### src/rtl/adder.sv
// Registered unsigned adder: WIDTH-bit operands summed through a ripple chain of
// full-adder cells into a WIDTH+1 bit result, with carry-out and signed-overflow flags.

module adder_fa (
  input  logic a,
  input  logic b,
  input  logic cin,
  output logic s,
  output logic cout
);
  assign s    = a ^ b ^ cin;
  assign cout = (a & b) | (cin & (a ^ b));
endmodule

module adder #(
  parameter int WIDTH = 4
) (
  input  logic             clk,
  input  logic             rst,
  input  logic [WIDTH-1:0] a,
  input  logic [WIDTH-1:0] b,
  input  logic             in_valid,
  output logic [WIDTH:0]   result,
  output logic             out_valid,
  output logic             carry,
  output logic             sovf
);

  logic [WIDTH:0] chain;
  logic [WIDTH:0] sum;
  logic           sovf_next;

  assign chain[0] = 1'b0;

  for (genvar i = 0; i < WIDTH; i++) begin : g_cell
    adder_fa u_fa (
      .a    (a[i]),
      .b    (b[i]),
      .cin  (chain[i]),
      .s    (sum[i]),
      .cout (chain[i+1])
    );
  end

  // The final carry is kept as the MSB so the sum never wraps.
  assign sum[WIDTH] = chain[WIDTH];

  assign sovf_next = (a[WIDTH-1] == b[WIDTH-1]) && (sum[WIDTH-1] != a[WIDTH-1]);

  // Data flops only load on valid input, so X operands while idle never reach them.
  always_ff @(posedge clk) begin
    if (rst) begin
      result    <= '0;
      carry     <= 1'b0;
      sovf      <= 1'b0;
      out_valid <= 1'b0;
    end else begin
      out_valid <= in_valid;
      if (in_valid) begin
        result <= sum;
        carry  <= sum[WIDTH];
        sovf   <= sovf_next;
      end
    end
  end

endmodule

### config.mk
export PLATFORM = sky130hd
export DESIGN_NAME = adder
export DESIGN_NICKNAME = d
export VERILOG_FILES = /design/src/rtl/adder.sv
export SDC_FILE = /design/constraint.sdc
export NUM_CORES = 1
export LEC_CHECK = 0
export CAP_MARGIN = 20
export CORE_AREA = 2 2 39 41
export CTS_CLUSTER_SIZE = 25
export DETAILED_ROUTE_END_ITERATION = 10
export DIE_AREA = 0 0 41 43
export PLACE_DENSITY = 0.72
export REMOVE_ABC_BUFFERS = 1
export SKIP_CTS_REPAIR_TIMING = 1
export SLEW_MARGIN = 15
export SYNTH_ARGS = -nofsm -noshare
export SYNTH_HDL_FRONTEND = slang
export SYNTH_SLANG_ARGS = --single-unit
export TNS_END_PERCENT = 50
### constraint.sdc
create_clock -name clk -period 2.15 [get_ports clk]
set_input_delay 0.215 -clock clk [delete_from_list [all_inputs] [get_ports clk]]
set_output_delay 0.215 -clock clk [all_outputs]
set_load 0.03 [all_outputs]
==> results.toml <==
[die]
start_util = 0.2703
die_h_um = 43
die-area_mm2 = 0.001763
io_pins = 19
row_count = 14
coreArea_mm2 = 0.001384
dieWidth_um = 41

[synthesis]
synthAdderAreaFrac = 0.2274
avgSynthCellArea_um2 = 10.39
yosysSeqAreaShare = 0.3746
synthCells = 36
synth_mux_area_frac = 0.05351
synth-compound-area-share = 0.08361
synth_xor_area_frac = 0.02341
yosysWarnings = 0
synth_top_family_by_area = "adder cells"
yosysUniqueCellTypes = 13
synth_seq_cells = 7
yosys.area_share.simple = 0.1070
mappedNetlistArea_um2 = 374.1

[timing]
worst-slew-pin-transition_ns = 0.3749
fmax_mhz = 486.5
slew-limit-headroom = 0.7493
final.period_utilization = 0.9561
hold_viol = 0
slew_violations = 0
setup_viol = 0
tns_ns = 0
fin_skew_ns = 0
fin_crit_ns = 2.056
grt_setup_unrepaired = "false"

[placed_design]
port_buffers = 18
dpl_cell_area_um2 = 555.5
place_congestion = 0.6692
hpwlAfterDp_um = 560

[cells_and_area]
n_antenna_cell = 0
syn2layout_area_growth_pct = 58.86
drive_above_1_share = 0.1786
nFillCells = 150
num-nets-final = 73
stdcell_area_um2 = 594.3

[route]
routed_wl_um = 634
wire_per_inst_um = 8.806
avgViaCountPerCell = 4.042
vias = 291
drc = 0
first_iter_violations = 5
ant_nets = 0
dr.pass1.iters = 2

[grt]
gr-total-overflow = 0
grt_max_degree = 11
grt_pass1_wl_um = 1028
antenna_found_initial = 0
gr-usage-all-layers = 0.08898
grt_pass1_vias = 268

[power_and_ir_drop]
pwr-share-clk = 0.301
power_frac_comb = 0.305
netSwitchingPower_uw = 102.1
ir_drop_v = 0.0002407
intPower_uw = 268.2
leakage_nw = 0.2684
swShare = 0.2757
p_seq_frac = 0.394
p_per_area_mw_per_mm2 = 623.1

[outcome]
status = "complete, no violations"

[clocking]
cts_tree = "yes"
cts.sinks = 7
clk_pin_slew_ns = 0.05
cts_inserted_buffers = 3
root_buffer = "clkbuf_4"
htreeDepth = 1
clock_path_buffers = 2
clk_latency_ns = 0.24

[setup_path]
crit_path_end_kind = "register"
criticalPathCategory = "in2reg"
worst_setup_path_start_kind = "input port"
worstPathMaxFanout = 2
crit_required_ns = 2.28
cp.arrival_ns = 2.19

[worst_hold_path]
min_path_type = "in2reg"

[run]
drv_cap = 0
==> flip-flops by register name, summed over array words and instances (netlist names) <==
register,flops
out_valid,1
result,5
sovf,1
==> worst paths after layout <==
kind | start | to | slack (ns) | cells after the start
worst min-delay path | a[0] | result[0] | 0.37 | 4
worst min register to register | result[3] | result[3] | 0.48 | 2
worst max register to register | sovf | sovf | 1.43 | 2
worst max-delay path | a[1] | sovf | 0.09 | 9
==> layout make-up <==
| type | instances | area [um2] | share of cell area |
|---|---|---|---|
| Timing Repair Buffer | 18 | 185.2 | 0.3116 |
| Sequential cell | 7 | 140.1 | 0.2358 |
| Tap cell | 16 | 20.02 | 0.03368 |
| Clock buffer | 4 | 26.28 | 0.04421 |
| Multi-Input combinational cell | 19 | 192.7 | 0.3242 |
| Inverter | 8 | 30.03 | 0.05053 |
==> cell families (layout without fill, tap and decap cells) <==
logic type	Yosys count	in the layout
buffers and inverters	10	30
xor gates and xnor gates	1	1
and+or+nand+nor	7	7
DFF	7	7
AOI/OAI and AO/OA	4	4
muxes	2	2
adders and majority gates	5	5
==> synth_stat cells <==
| master | number | share of area |
|---|---|---|
| xnor2_1 | 1 | 0.023 |
| buf_6 | 1 | 0.030 |
| fa_1 | 3 | 0.16 |
| dfxtp_1 | 7 | 0.37 |
| nor3b_1 | 1 | 0.020 |
| buf_4 | 1 | 0.020 |
| nor2_1 | 5 | 0.050 |
| nor2b_4 | 1 | 0.037 |
| mux2i_1 | 2 | 0.054 |
| a31o_1 | 1 | 0.023 |
| a211oi_1 | 3 | 0.060 |
| inv_1 | 8 | 0.080 |
| ha_1 | 2 | 0.067 |
==> metal layers <==
metal	global-route usage	wire length, um
met1	0.1053	263
met2	0.1375	318
met3	0.03141	53
met4	0.04000	0
met5	0	0
==> worst max-delay path, stage by stage <==
cell	delay (ns)
clkdlybuf4s50_1	0.45
inv_1	0.05
fa_2	0.38
inv_2	0.07
fa_2	0.19
inv_2	0.04
fa_1	0.49
xnor2_1	0.14
a31o_1	0.17
==> stage by stage <==
| stage | hold WS, ns | power, mW | instances | util | worst slack, ns |
|---|---|---|---|---|---|
| 2_1_floorplan | 0.2831 | 0.2057 | 34 | - | 0.2429 |
| 3_3_place_gp | 0.4710 | 0.2579 | 68 | 0.4014 | -0.2585 |
| 6_report | 0.3685 | 0.3703 | 72 | 0.4295 | 0.09435 |
| 4_1_cts | 0.4840 | 0.3759 | 72 | 0.4204 | -0.04182 |
| 5_1_grt | 0.4178 | 0.3953 | 72 | 0.4295 | 0.03154 |
| 3_5_place_dp | 0.4777 | 0.2610 | 68 | 0.4014 | -0.2909 |
==> power groups by stage <==
stage               registers, mW  clock network [mW]  logic [mW]
finish                      0.146               0.111       0.113
global route                0.147               0.125       0.124
CTS                         0.146               0.117       0.113
detailed placement          0.149                   0       0.112
global placement            0.148                   0       0.109
floorplan                   0.173                   0      0.0327
==> placed cells by master, fill, tap and decap left out <==
cell type,Yosys,final
clkdlybuf4s50_1,0,16
dfxtp_1,7,7
inv_1,8,5
nor2_1,5,5
inv_2,0,3
a211oi_1,3,3
clkbuf_4,0,3
mux2i_1,2,2
fa_2,0,2
dlymetal6s2s_1,0,2
xnor2_1,1,1
nor2b_4,1,1
nor3b_1,1,1
a31o_1,1,1
fa_1,3,1
ha_2,0,1
ha_1,2,1
clkbuf_1,0,1
(Power assumes the default switching activity.)
